--- config.mk ---
export PLATFORM = sky130hd
export DESIGN_NAME = pwm_capture
export DESIGN_NICKNAME = d
export VERILOG_FILES = /design/src/rtl/pwm_capture_pkg.sv /design/src/rtl/pwm_capture_edge_sync.sv /design/src/rtl/pwm_capture.sv
export SDC_FILE = /design/constraint.sdc
export NUM_CORES = 1
export LEC_CHECK = 0
export CORE_MARGIN = 10
export CORE_UTILIZATION = 48
export CTS_CLUSTER_SIZE = 12
export DETAILED_ROUTE_END_ITERATION = 8
export GPL_TIMING_DRIVEN = 0
export HOLD_SLACK_MARGIN = 0.15
export PLACE_DENSITY = 0.7
export SETUP_SLACK_MARGIN = 0.3
export SLEW_MARGIN = 20
export SYNTH_ARGS = -nofsm -noshare
export SYNTH_HDL_FRONTEND = slang
export SYNTH_SLANG_ARGS = --single-unit
--- constraint.sdc ---
create_clock -name iClk -period 2.7 [get_ports iClk]
set_input_delay 0.54 -clock iClk [delete_from_list [all_inputs] [get_ports iClk]]
set_output_delay 0.54 -clock iClk [all_outputs]
set_load 0.005 [all_outputs]
--- src/rtl/pwm_capture_pkg.sv ---
// pwm_capture_pkg: register map, bit positions and FSM encoding shared by the capture block.
package pwm_capture_pkg;

    localparam logic [1:0] ADDR_CTRL   = 2'd0;
    localparam logic [1:0] ADDR_STATUS = 2'd1;
    localparam logic [1:0] ADDR_HIGH   = 2'd2;
    localparam logic [1:0] ADDR_PERIOD = 2'd3;

    localparam int CTRL_ENABLE     = 0;
    localparam int CTRL_CLEAR      = 1;

    localparam int STATUS_VALID    = 0;
    localparam int STATUS_OVERFLOW = 1;
    localparam int STATUS_LEVEL    = 2;

    typedef enum logic [1:0] {
        IDLE = 2'd0,
        ARM  = 2'd1,
        MEAS = 2'd2
    } captureState_t;

endpackage

--- src/rtl/pwm_capture_edge_sync.sv ---
// pwm_edge_sync: brings the asynchronous PWM input into the iClk domain and flags its edges.
module pwm_edge_sync #(
    parameter int SYNC_STAGES = 2
) (
    input  logic iClk,
    input  logic iReset_n,
    input  logic pwm,
    output logic level,
    output logic rise,
    output logic fall
);

    logic [SYNC_STAGES-1:0] syncChain;
    logic                   levelDly;

    // Synchronizer chain plus one extra flop so edges can be detected on the clean level.
    always_ff @(posedge iClk or negedge iReset_n) begin
        if (!iReset_n) begin
            syncChain <= '0;
            levelDly  <= 1'b0;
        end else begin
            syncChain <= {syncChain[SYNC_STAGES-2:0], pwm};
            levelDly  <= syncChain[SYNC_STAGES-1];
        end
    end

    assign level = syncChain[SYNC_STAGES-1];
    assign rise  = level & ~levelDly;
    assign fall  = ~level & levelDly;

endmodule

--- src/rtl/pwm_capture.sv ---
// pwm_capture: measures period and high time of a PWM input in iClk cycles, bus-readable results.
//
//  state | meaning
//  IDLE  | disabled; counters held at zero, last results kept
//  ARM   | enabled, waiting for the first rising edge to start a measurement
//  MEAS  | counting; each rising edge latches PERIOD/HIGH and restarts the count
module pwm_capture #(
    parameter int CNT_W       = 24,
    parameter int SYNC_STAGES = 2
) (
    input  logic        iClk,
    input  logic        iReset_n,
    input  logic        iChipselect_n,
    input  logic        iWrite_n,
    input  logic        iRead_n,
    input  logic [1:0]  iAddress,
    input  logic [31:0] iData,
    output logic [31:0] oData,
    input  logic        iPwm
);
    import pwm_capture_pkg::*;

    logic             s;
    logic             rise;
    logic             fall;
    logic             enable;
    logic             valid;
    logic             overflow;
    logic [CNT_W-1:0] pcnt;
    logic [CNT_W-1:0] hcnt;
    logic [CNT_W-1:0] highReg;
    logic [CNT_W-1:0] periodReg;
    captureState_t    state;

    logic             busWrite;
    logic             busRead;
    logic             ctrlWrite;
    logic             clearReq;
    logic [31:0]      readMux;
    logic             unusedBits;

    pwm_edge_sync #(.SYNC_STAGES(SYNC_STAGES)) uEdgeSync (
        .iClk     (iClk),
        .iReset_n (iReset_n),
        .pwm      (iPwm),
        .level    (s),
        .rise     (rise),
        .fall     (fall)
    );

    // A simultaneous write and read strobe is treated as a write only.
    assign busWrite  = !iChipselect_n && !iWrite_n;
    assign busRead   = !iChipselect_n && iWrite_n && !iRead_n;
    assign ctrlWrite = busWrite && (iAddress == ADDR_CTRL);
    assign clearReq  = ctrlWrite && iData[CTRL_CLEAR];

    // Only the two CTRL bits of the write data are meaningful; the falling edge is not needed here.
    assign unusedBits = ^{iData[31:2], fall};

    // Read data selection, zero-extended to the bus width.
    always_comb begin
        readMux = '0;
        case (iAddress)
            ADDR_CTRL:   readMux[CTRL_ENABLE] = enable;
            ADDR_STATUS: begin
                readMux[STATUS_VALID]    = valid;
                readMux[STATUS_OVERFLOW] = overflow;
                readMux[STATUS_LEVEL]    = s;
            end
            ADDR_HIGH:   readMux[CNT_W-1:0] = highReg;
            ADDR_PERIOD: readMux[CNT_W-1:0] = periodReg;
            default:     readMux = '0;
        endcase
    end

    // Registered read port: updates only on a read strobe, otherwise holds.
    always_ff @(posedge iClk or negedge iReset_n) begin
        if (!iReset_n) begin
            oData <= '0;
        end else if (busRead) begin
            oData <= readMux;
        end
    end

    // Control register, measurement FSM, counters and result registers.
    always_ff @(posedge iClk or negedge iReset_n) begin
        if (!iReset_n) begin
            enable    <= 1'b0;
            valid     <= 1'b0;
            overflow  <= 1'b0;
            pcnt      <= '0;
            hcnt      <= '0;
            highReg   <= '0;
            periodReg <= '0;
            state     <= IDLE;
        end else begin
            if (ctrlWrite) begin
                enable <= iData[CTRL_ENABLE];
            end
            // Read-clear first so a latch in the same cycle can set valid again.
            if (busRead && (iAddress == ADDR_PERIOD)) begin
                valid <= 1'b0;
            end
            if (clearReq) begin
                highReg   <= '0;
                periodReg <= '0;
                valid     <= 1'b0;
                overflow  <= 1'b0;
                pcnt      <= '0;
                hcnt      <= '0;
                state     <= iData[CTRL_ENABLE] ? ARM : IDLE;
            end else if (!enable) begin
                pcnt  <= '0;
                hcnt  <= '0;
                state <= IDLE;
            end else begin
                case (state)
                    IDLE: state <= ARM;
                    ARM: begin
                        if (rise) begin
                            pcnt  <= CNT_W'(1);
                            hcnt  <= CNT_W'(1);
                            state <= MEAS;
                        end
                    end
                    MEAS: begin
                        if (rise) begin
                            periodReg <= pcnt;
                            highReg   <= hcnt;
                            valid     <= 1'b1;
                            pcnt      <= CNT_W'(1);
                            hcnt      <= CNT_W'(1);
                        end else if (&pcnt) begin
                            // Period too long to represent: flag it and wait for a fresh edge.
                            overflow <= 1'b1;
                            pcnt     <= '0;
                            hcnt     <= '0;
                            state    <= ARM;
                        end else begin
                            pcnt <= pcnt + CNT_W'(1);
                            hcnt <= hcnt + CNT_W'(s);
                        end
                    end
                    default: state <= IDLE;
                endcase
            end
        end
    end

endmodule

==> results.yml, run 1 <==
worst_setup_path:
  path_max_fanout: 10
  cp.required_ns: 3.04
  critical_path_class: "reg -> reg"
  path_delay_family: "compound AO/OA/AOI/OAI gates"
  critPathCaptureType: "register"
  critPathLaunchType: "register"
  reg2reg_depth: 7
  critPathSlowestCell: "a2111o_1"
  cp_cell_sequence: "inv_1 > ha_1 > a21o_1 > buf_4 > a2111o_1 > or3_1 > a21oi_1"
  rr_startpoint: "state[0]$_DFFE_PN0P_"
  r2r_end: "hcnt[21]$_DFFE_PN0P_"
  r2r_setup_slack_ns: 0.36
  cp.arrival_ns: 2.68
  crit_buf_inv: 2
  critical-path-max-stage-delay_ns: 0.48
power_and_ir_drop:
  leakage_uw: 0.00306
  p_total_uw: 4870
  vdd_drop_max_v: 0.000502
  p_per_area_nw_per_um2: 669
logic_synthesis:
  synth_area_per_cell_um2: 11.2
  synthAdderAreaFrac: 0.0104
  synth_cells: 540
  ys_seq_area_frac: 0.530
  synth_edf_count: 0
  synth_flop_cell: "dfrtp_1"
  synth_compound_area_frac: 0.211
  async_reset_ff_frac: 1.00
  yosys.area_share.simple: 0.120
  synth_top_family_by_area: "compound AO/OA/AOI/OAI gates"
  synth.area.mux_share: 0.0460
  synth-xor-area-share: 0.0377
  netlist_area_um2: 6040
  yosysWarnings: 0
  ys_seq_elements: 128
  ys_types: 52
place:
  portBuffers: 31
  dp_hpwl_mm: 10.7
  dp_cells: 747
  gp_congestion: 0.854
global_routing:
  antenna_found_initial: 0
  grt-ovfl-total: 0
  grt_usage: 0.176
  grt_max_degree: 85
  grt_pass1_vias: 4663
  grt_pass1_wl_mm: 24.8
timing:
  finalHoldViolations: 0
  rsz0062_at_grt: "true"
  fmax_mhz: 427
  slew_headroom: 0.422
  worst_pin_slew_ns: 0.867
  period_needed_ns: 2.34
  final-setup-viol-count: 0
  min_period_over_period: 0.867
  timing.hold.ws_ns: 0.352
  final.setup.tns_ns: 0
  skew_ns: 0.00875
  slew_violations: 0
finish:
  drive_above_1_share: 0.130
  num_antenna_cells: 0
  stdcell_count: 785
  finalCoreUtilization: 0.599
  area_growth_pct: 20.5
  fin_nets: 650
cts:
  cts.sinks: 128
  cts_buffers: 17
  clkLatencyLatePin_ns: 0.43
  ctsHtreeMaxLevel: 4
  cts_tree: "yes"
  cts_max_path_buffers: 2
  clk_pin_slew_ns: 0.05
  cts_root_buf: "clkbuf_16"
worst_hold_path:
  hold_path_class: "reg -> reg"
  hp-start: "uEdgeSync.syncChain[0]$_DFF_PN0_"
  worstHoldEndpoint: "uEdgeSync.syncChain[1]$_DFF_PN0_"
  min_path_cells: 0
floorplanning:
  ios: 72
  die_h_um: 132
  die_w_um: 132
  row_count: 40
  core_um2: 12200
  dieArea_um2: 17500
  initial_core_util: 0.497
detailed_routing:
  postRouteAntennaNets: 0
  wire_per_inst_um: 19.3
  dr.pass1.iters: 5
  vias: 4611
  routed_wl_mm: 15.2
  via_per_inst: 5.87
  first_iter_violations: 445
  drcViolationCount: 0
run:
  maxCapViolations: 0
outcome:
  status: "completed"
[metal layers]
layer	global-route usage	vias to the layer above	wire length, um	part of all wire
met5	0	-	0	0
met4	0.0642	0	252	0.017
met3	0.0499	24	982	0.065
met2	0.272	129	7190	0.47
met1	0.231	2325	6760	0.45
li1	-	2133	-	-
[synth_stat cells (2+ instances only)]
master | n | area [um^2]
a2111oi_2 | 9 | 135
a211oi_1 | 6 | 45.0
a21oi_1 | 25 | 125
a22o_1 | 69 | 604
a22oi_1 | 3 | 22.5
a31oi_1 | 3 | 18.8
and2_1 | 3 | 18.8
and3_1 | 3 | 18.8
and4_1 | 5 | 43.8
buf_1 | 5 | 18.8
buf_2 | 6 | 30.0
buf_4 | 8 | 60.1
buf_6 | 4 | 45.0
clkbuf_1 | 22 | 82.6
dfrtp_1 | 128 | 3200
ha_1 | 5 | 62.6
inv_1 | 9 | 33.8
mux2_2 | 4 | 45.0
mux2i_1 | 21 | 210
nand2_1 | 20 | 75.1
nand2b_1 | 2 | 12.5
nand3_1 | 17 | 85.1
nand4_1 | 10 | 62.6
nor2_1 | 51 | 191
nor2b_1 | 2 | 12.5
o2111ai_1 | 4 | 35.0
o211ai_1 | 4 | 30.0
o21ai_0 | 22 | 110
o31ai_1 | 5 | 37.5
or3_1 | 13 | 81.3
or4_1 | 7 | 52.6
xnor2_1 | 17 | 149
xor2_1 | 9 | 78.8
[per-stage QoR]
step	cell area, um^2	setup slack (ns)
6_report	7280	0.358
5_1_grt	7280	0.292
4_1_cts	7250	0.300
3_5_place_dp	6620	-0.223
3_3_place_gp	6590	-3.87
2_1_floorplan	6070	0.489
[cell families (layout without fill, tap and decap cells)]
logic type	after synthesis	count (layout)
compound gates	161	161
simple gates	139	139
flops	128	128
buf+inv	54	124
xor+xnor	26	26
mux	26	26
fa+ha+maj	5	5
other cells	1	8
[report_power, final]
part | internal, uW | switching [uW]
Clock | 1440 | 793
Combinational | 222 | 427
Sequential | 1950 | 34.2
[cell usage in the layout (no fill, tap or decap), drive strengths merged, types with 7 or more instances in the layout]
cell type / netlist / routed
a2111oi: 9 / 9
a21oi: 25 / 25
a22o: 69 / 69
buf: 23 / 31
clkbuf: 22 / 47
clkdlybuf4s50: 0 / 30
conb: 1 / 8
dfrtp: 128 / 128
inv: 9 / 9
mux2i: 21 / 21
nand2: 20 / 20
nand3: 18 / 18
nand4: 10 / 10
nor2: 51 / 51
o21ai: 23 / 23
or3: 13 / 13
or4: 7 / 7
xnor2: 17 / 17
xor2: 9 / 9
[state kept, by name (all words and copies together) (netlist names)]
register,count
periodReg,24
enable,1
uEdgeSync.syncChain,2
valid,1
oData,24
highReg,24
hcnt,24
pcnt,24
state,2
uEdgeSync.levelDly,1
overflow,1
[timing repair]
action / 4_1_cts / 5_1_grt
pin swaps: 1 / 2
cloned: 0 / 0
hold endpoints to repair: 44 / 0
setup buffers: 3 / 3
gates resized for setup: 3 / 6
hold buffers: 1 / 0
setup endpoints to repair: 29 / 39
[worst max path at each step]
stage / start / end / slack, ns / cells past startpoint
floorplan: iAddress[1] / highReg[18]$_DFFE_PN0P_ / 0.49 / 8
global placement: iReset_n / oData[15]$_DFFE_PN0P_ / -3.87 / 1
detailed placement: iChipselect_n / highReg[18]$_DFFE_PN0P_ / -0.22 / 8
CTS: state[0]$_DFFE_PN0P_ / hcnt[21]$_DFFE_PN0P_ / 0.30 / 7
global route: state[0]$_DFFE_PN0P_ / hcnt[21]$_DFFE_PN0P_ / 0.29 / 7
finish: state[0]$_DFFE_PN0P_ / hcnt[21]$_DFFE_PN0P_ / 0.36 / 7
[cell type report]
class	count	area, um^2
fillers	1007	4880
flip-flops and latches	128	3200
multi-input cells	365	2610
clock buffers	25	495
repair buffers	39	410
plain buffers	45	243
well taps	168	210
clock inverters	6	80.1
inverters	9	33.8
Power figures use the tool's default switching activity.
==> run 2: changes to the inputs <==
--- a/config.mk
+++ b/config.mk
@@ -5,6 +5,7 @@
 export SDC_FILE = /design/constraint.sdc
 export NUM_CORES = 1
 export LEC_CHECK = 0
+export ABC_AREA = 1
 export CORE_MARGIN = 10
 export CORE_UTILIZATION = 48
 export CTS_CLUSTER_SIZE = 12
==> results.yml, run 2 <==
outcome:
  status: "completed"
power_and_ir_drop:
  p_total_uw: 5440
  intPower_uw: 3830
  p_clk_frac: 0.443
  vdd_drop_max_v: 0.000412
  p_seq_frac: 0.372
  leakage_uw: 0.00332
  pwr-share-comb: 0.185
  p_per_area_nw_per_um2: 702
  switching_share: 0.295
  power_switching_uw: 1610
detailed_routing:
  wire_per_inst_um: 16.4
  wl_met2_mm: 8.01
  drcViolationCount: 0
  first_iter_violations: 417
  dr_wl_met3_mm: 1.14
  postRouteAntennaNets: 0
  dr.pass1.iters: 5
  vias: 5559
  via_per_inst: 5.22
  wl_met1_mm: 8.00
  routed_wl_mm: 17.5
  routed.top_layer: "met4"
floorplanning:
  ios: 72
  die_h_um: 136
  dieArea_um2: 18600
  die_w_um: 136
  row_count: 42
  initial_core_util: 0.491
  core_um2: 13200
finish:
  mostFrequentLayoutCell: "nand2_1"
  area_growth_pct: 19.1
  multi_input_area_um2: 2630
  regArea_um2: 3200
  fin_nets: 923
  layout_common_cells: "175 x nand2_1, 128 x dfrtp_1, 119 x inv_1"
  num-fill-cells: 1221
  num_antenna_cells: 0
  drive_above_1_share: 0.103
cts:
  cts_buffers: 17
  cts_root_buf: "clkbuf_16"
  postCtsSetupRepairBufs: 0
  clk_pin_slew_ns: 0.06
  ctsHtreeMaxLevel: 4
  cts_max_path_buffers: 2
  postCtsResizedCells: 0
  cts.sinks: 128
  clkLatencyLatePin_ns: 0.43
  cts_tree: "yes"
logic_synthesis:
  synth_area_leaders: "dfrtp_1 49%, nand2_1 10%, inv_1 6.9%"
  netlist_area_um2: 6500
  synth_edf_count: 0
  ys_seq_elements: 128
  synth_cells: 817
  synth_flop_cell: "dfrtp_1"
  synth_top_area_cell: "dfrtp_1"
  yosysMostFrequentCell: "nand2_1"
  ys_seq_area_frac: 0.493
  async_reset_ff_frac: 1.00
  synth_common_cells: "175 x nand2_1, 128 x dfrtp_1, 119 x inv_1"
  yosysWarnings: 0
  ys_types: 36
  synth.top_cell.area_share: 0.493
  synth_area_per_cell_um2: 7.95
worst_setup_path:
  path_common_cell: "nand2_1"
  crit_path_start: "pcnt[1]$_DFFE_PN0P_"
  cp.arrival_ns: 2.47
  crit_buf_inv: 2
  path_max_fanout: 10
  critPathSlowestCell: "dfrtp_1"
  cp_cell_sequence: "ha_1 > nand2_1 > nor2_4 > nand3_1 > nor2_1 > nand2_1 > nand2_2 > nand2_4 > inv_4 > buf_8 > nor2_2"
  path_delay_family: "simple AND/OR/NAND/NOR gates"
  rr_startpoint: "pcnt[1]$_DFFE_PN0P_"
  critical_path_class: "reg -> reg"
  r2r_setup_slack_ns: 0.55
  cp.required_ns: 3.01
  critPathCaptureType: "register"
  critPathLaunchType: "register"
  critical-path-max-stage-delay_ns: 0.43
timing:
  final-setup-viol-count: 0
  slew_headroom: 0.618
  timing.hold.ws_ns: 0.348
  min_period_over_period: 0.797
  finalHoldViolations: 0
  worst_pin_slew_ns: 0.573
  fmax_mhz: 465
  period_needed_ns: 2.15
  skew_ns: 0.00676
  slew_violations: 0
  rsz0062_at_grt: "false"
place:
  portBuffers: 33
  gp_congestion: 0.929
  dp_hpwl_mm: 13.1
global_routing:
  grt-ovfl-total: 0
  antenna_found_initial: 0
  grt_usage: 0.196
  grt_pass1_wl_mm: 28.1
  grt_pass1_vias: 5261
  grt_max_degree: 77
worst_hold_path:
  hold_path_class: "reg -> reg"
  hp-start: "uEdgeSync.syncChain[0]$_DFF_PN0_"
run:
  maxCapViolations: 0
[run 2: changes by cell type after synthesis, sizes merged, moves of 17 or more]
| cell | previous run | this run |
|---|---|---|
| nor2 | 51 | 117 |
| a22o | 69 | 0 |
| nand3 | 18 | 86 |
| o22ai | 0 | 37 |
| o211ai | 4 | 21 |
| nand2 | 20 | 178 |
| xnor2 | 17 | 0 |
| mux2i | 21 | 0 |
| inv | 9 | 124 |
[run 2: metrics by stage]
step	util	cells	TNS [ns]	area [um^2]	setup slack, ns
after floorplan	-	824	0	6520	1.06
after global placement	0.534	1033	-498.54	7070	-3.91
after detailed placement	0.537	1034	0	7110	0.106
after CTS	0.584	1065	0	7740	0.532
after global routing	0.584	1065	0	7740	0.379
final	0.584	1065	0	7740	0.549
[run 2: worst reg2reg max path: stages (launching register included)]
cell,delay [ns]
dfrtp_1,0.43
ha_1,0.23
nand2_1,0.12
nor2_4,0.19
nand3_1,0.14
nor2_1,0.20
nand2_1,0.11
nand2_2,0.12
nand2_4,0.11
inv_4,0.15
buf_8,0.18
nor2_2,0.06
[run 2: kinds of logic (layout without fill, tap and decap cells)]
group           after synthesis  after routing  synth area share
compound gates              111            111             0.104
xor+xnor                      2              2           0.00270
fa+ha+maj                     5              5           0.00963
buf+inv                     162            227             0.106
flops                       128            128             0.493
other cells                   1              8          0.000577
simple gates                408            408             0.284
[run 2: routing by layer]
metal,track usage,up-vias
li1,-,2755
met3,0.0351,25
met2,0.302,155
met4,0.0716,0
met1,0.271,2624
met5,0,-
[run 2: path summary, 6_finish.rpt]
path / endpoint / cells after the start
setup / recovery: pcnt[15]$_DFFE_PN0P_ / 11
hold / removal: uEdgeSync.syncChain[1]$_DFF_PN0_ / 0
setup reg to reg: pcnt[15]$_DFFE_PN0P_ / 11
hold reg to reg: uEdgeSync.syncChain[1]$_DFF_PN0_ / 0
max in group asynchronous: periodReg[8]$_DFFE_PN0P_ / 3
min in group asynchronous: uEdgeSync.syncChain[0]$_DFF_PN0_ / 2
[run 2: area by class of cell]
| class | instances | area share |
|---|---|---|
| Timing Repair Buffer | 35 | 0.0482 |
| Inverter | 125 | 0.0613 |
| Clock inverter | 8 | 0.0167 |
| Tap cell | 176 | 0.0285 |
| Sequential cell | 128 | 0.414 |
| Clock buffer | 22 | 0.0639 |
| Multi-Input combinational cell | 534 | 0.340 |
| Buffer | 37 | 0.0278 |
[run 2: power by group through the flow]
stage	sequential [uW]	combinational (uW)	clock, uW
after global routing	2030	1100	2510
after floorplan	2050	650	0
after detailed placement	2060	1000	0
after global placement	2060	998	0
after CTS	2020	1010	2430
final	2020	1010	2410
[run 2: what timing repair did]
item / CTS / global route
endpoints found under the hold margin: 52 / 0
setup endpoints to repair: 0 / 0
hold buffers: 1 / 0
==> run 3: changes to the inputs <==
--- a/config.mk
+++ b/config.mk
@@ -12,7 +12,7 @@
 export DETAILED_ROUTE_END_ITERATION = 8
 export GPL_TIMING_DRIVEN = 0
 export HOLD_SLACK_MARGIN = 0.15
-export PLACE_DENSITY = 0.7
+export PLACE_DENSITY = 0.72
 export SETUP_SLACK_MARGIN = 0.3
 export SLEW_MARGIN = 20
 export SYNTH_ARGS = -nofsm -noshare
==> constraint.sdc (replaced) <==
create_clock -name iClk -period 1.9 [get_ports iClk]
set_input_delay 0.38 -clock iClk [delete_from_list [all_inputs] [get_ports iClk]]
set_output_delay 0.38 -clock iClk [all_outputs]
set_load 0.005 [all_outputs]
==> results.yml, run 3 (same netlist as run 2, synthesis figures left out) <==
power_and_ir_drop:
  p_total_uw: 8610
  leakage_uw: 0.00382
  p_per_area_nw_per_um2: 993
  p_seq_frac: 0.335
  vdd_drop_max_v: 0.000563
  switching_share: 0.307
  power_switching_uw: 2650
  intPower_uw: 5960
  pwr-share-comb: 0.264
  p_clk_frac: 0.401
floorplanning:
  die_h_um: 136
  die_w_um: 136
  initial_core_util: 0.491
  row_count: 42
  ios: 72
  dieArea_um2: 18600
  core_um2: 13200
global_routing:
  grt_usage: 0.206
  use_met1: 0.268
  grt_pass1_vias: 5639
  met2_usage: 0.325
  antenna_found_initial: 0
  grt_pass1_wl_mm: 29.6
  grt_max_degree: 82
  grt-ovfl-total: 0
  gr-usage-met3: 0.0428
  busiest_layer: "met2"
finish:
  area_growth_pct: 33.4
  fin_area_um2: 8670
  stdcell_count: 1112
  layout_common_cells: "158 x nand2_1, 126 x dfrtp_1, 116 x inv_1"
  drive_above_1_share: 0.225
  num-fill-cells: 1072
  num_antenna_cells: 0
  fin_nets: 968
  mostFrequentLayoutCell: "nand2_1"
timing:
  final.setup.tns_ns: 0
  timing.hold.ws_ns: 0.350
  skew_ns: 0.00705
  period_needed_ns: 1.89
  slew_violations: 0
  fmax_mhz: 530
  finalHoldViolations: 0
  rsz0062_at_grt: "true"
  min_period_over_period: 0.993
  final-setup-viol-count: 0
place:
  portBuffers: 33
  place_area_um2: 7120
  dp_cells: 1034
  gp_congestion: 0.940
  dp_hpwl_mm: 13.1
cts:
  cts.sinks: 128
  clkLatencyLatePin_ns: 0.43
  cts_buffers: 17
  ctsHtreeMaxLevel: 4
  cts_tree: "yes"
  cts_max_path_buffers: 2
  cts_root_buf: "clkbuf_16"
  clk_pin_slew_ns: 0.06
worst_setup_path:
  critPathLaunchType: "register"
  cp.required_ns: 2.21
  critical_path_class: "reg -> reg"
  path_max_fanout: 6
  cp.arrival_ns: 2.20
  critPathCaptureType: "register"
detailed_routing:
  wire_per_inst_um: 18.2
  via_per_inst: 5.43
  postRouteAntennaNets: 0
  drcViolationCount: 0
  dr.pass1.iters: 5
  first_iter_violations: 546
  routed_wl_mm: 20.3
  vias: 6042
run:
  maxCapViolations: 0
worst_hold_path:
  hold_path_class: "reg -> reg"
outcome:
  status: "completed"
run 3: power groups by stage:
stage / clock, uW / sequential, uW / combinational [uW]
after floorplan: 0 / 2910 / 929
after global placement: 0 / 2920 / 1430
after detailed placement: 0 / 2920 / 1450
after CTS: 3450 / 2880 / 1990
after global routing: 3600 / 2890 / 2360
final: 3450 / 2880 / 2270
run 3: final cells by class:
class,count,area [um^2],share of cell area
plain buffers,37,338,0.0390
clock buffers,24,502,0.0579
clock inverters,8,126,0.0146
inverters,125,490,0.0566
multi-input cells,534,2960,0.342
flip-flops and latches,128,3210,0.370
well taps,176,220,0.0254
repair buffers,80,821,0.0947
run 3: path summary, 6_finish.rpt:
| kind | to | slack (ns) | startpoint | cells past startpoint |
|---|---|---|---|---|
| max reg2reg | pcnt[2]$_DFFE_PN0P_ | 0.01 | pcnt[0]$_DFFE_PN0P_ | 11 |
| min reg2reg | uEdgeSync.syncChain[1]$_DFF_PN0_ | 0.35 | uEdgeSync.syncChain[0]$_DFF_PN0_ | 0 |
| max in group asynchronous | oData[23]$_DFFE_PN0P_ | 0.73 | iReset_n | 3 |
| min | uEdgeSync.syncChain[1]$_DFF_PN0_ | 0.35 | uEdgeSync.syncChain[0]$_DFF_PN0_ | 0 |
| max | pcnt[2]$_DFFE_PN0P_ | 0.01 | pcnt[0]$_DFFE_PN0P_ | 11 |
| min in group asynchronous | state[1]$_DFFE_PN0P_ | 0.45 | iReset_n | 2 |
run 3: repair_timing:
| action | in CTS | in global routing |
|---|---|---|
| resized for setup | 112 | 68 |
| hold buffers | 1 | 0 |
| setup buffers | 28 | 10 |
| endpoints found under the setup margin | 145 | 93 |
| pin swaps | 28 | 9 |
| hold endpoints to repair | 47 | 0 |
| gates cloned | 1 | 6 |
run 3: per-stage QoR:
stage | util | setup slack, ns
after floorplan | - | 0.278
after global placement | 0.535 | -4.54
after detailed placement | 0.538 | -0.488
after CTS | 0.623 | 0.193
after global routing | 0.654 | -0.0102
final | 0.654 | 0.0131
run 3: worst max-delay path, cell delays in order (launching register included):
cell and delay (ns):
dfrtp_1 0.44, ha_2 0.25, nand2_2 0.08, nor2_4 0.14, nand3_2 0.12, nor2_4 0.12, nand2_2 0.09, nand2_4 0.11
nand2_8 0.11, inv_8 0.11, clkbuf_16 0.16, nor2_2 0.04
run 3: metal layers:
layer | up-vias | share of wire
met1 | 2846 | 0.41
met5 | - | 0
met4 | 0 | 0.038
met3 | 67 | 0.074
li1 | 2851 | -
met2 | 278 | 0.48
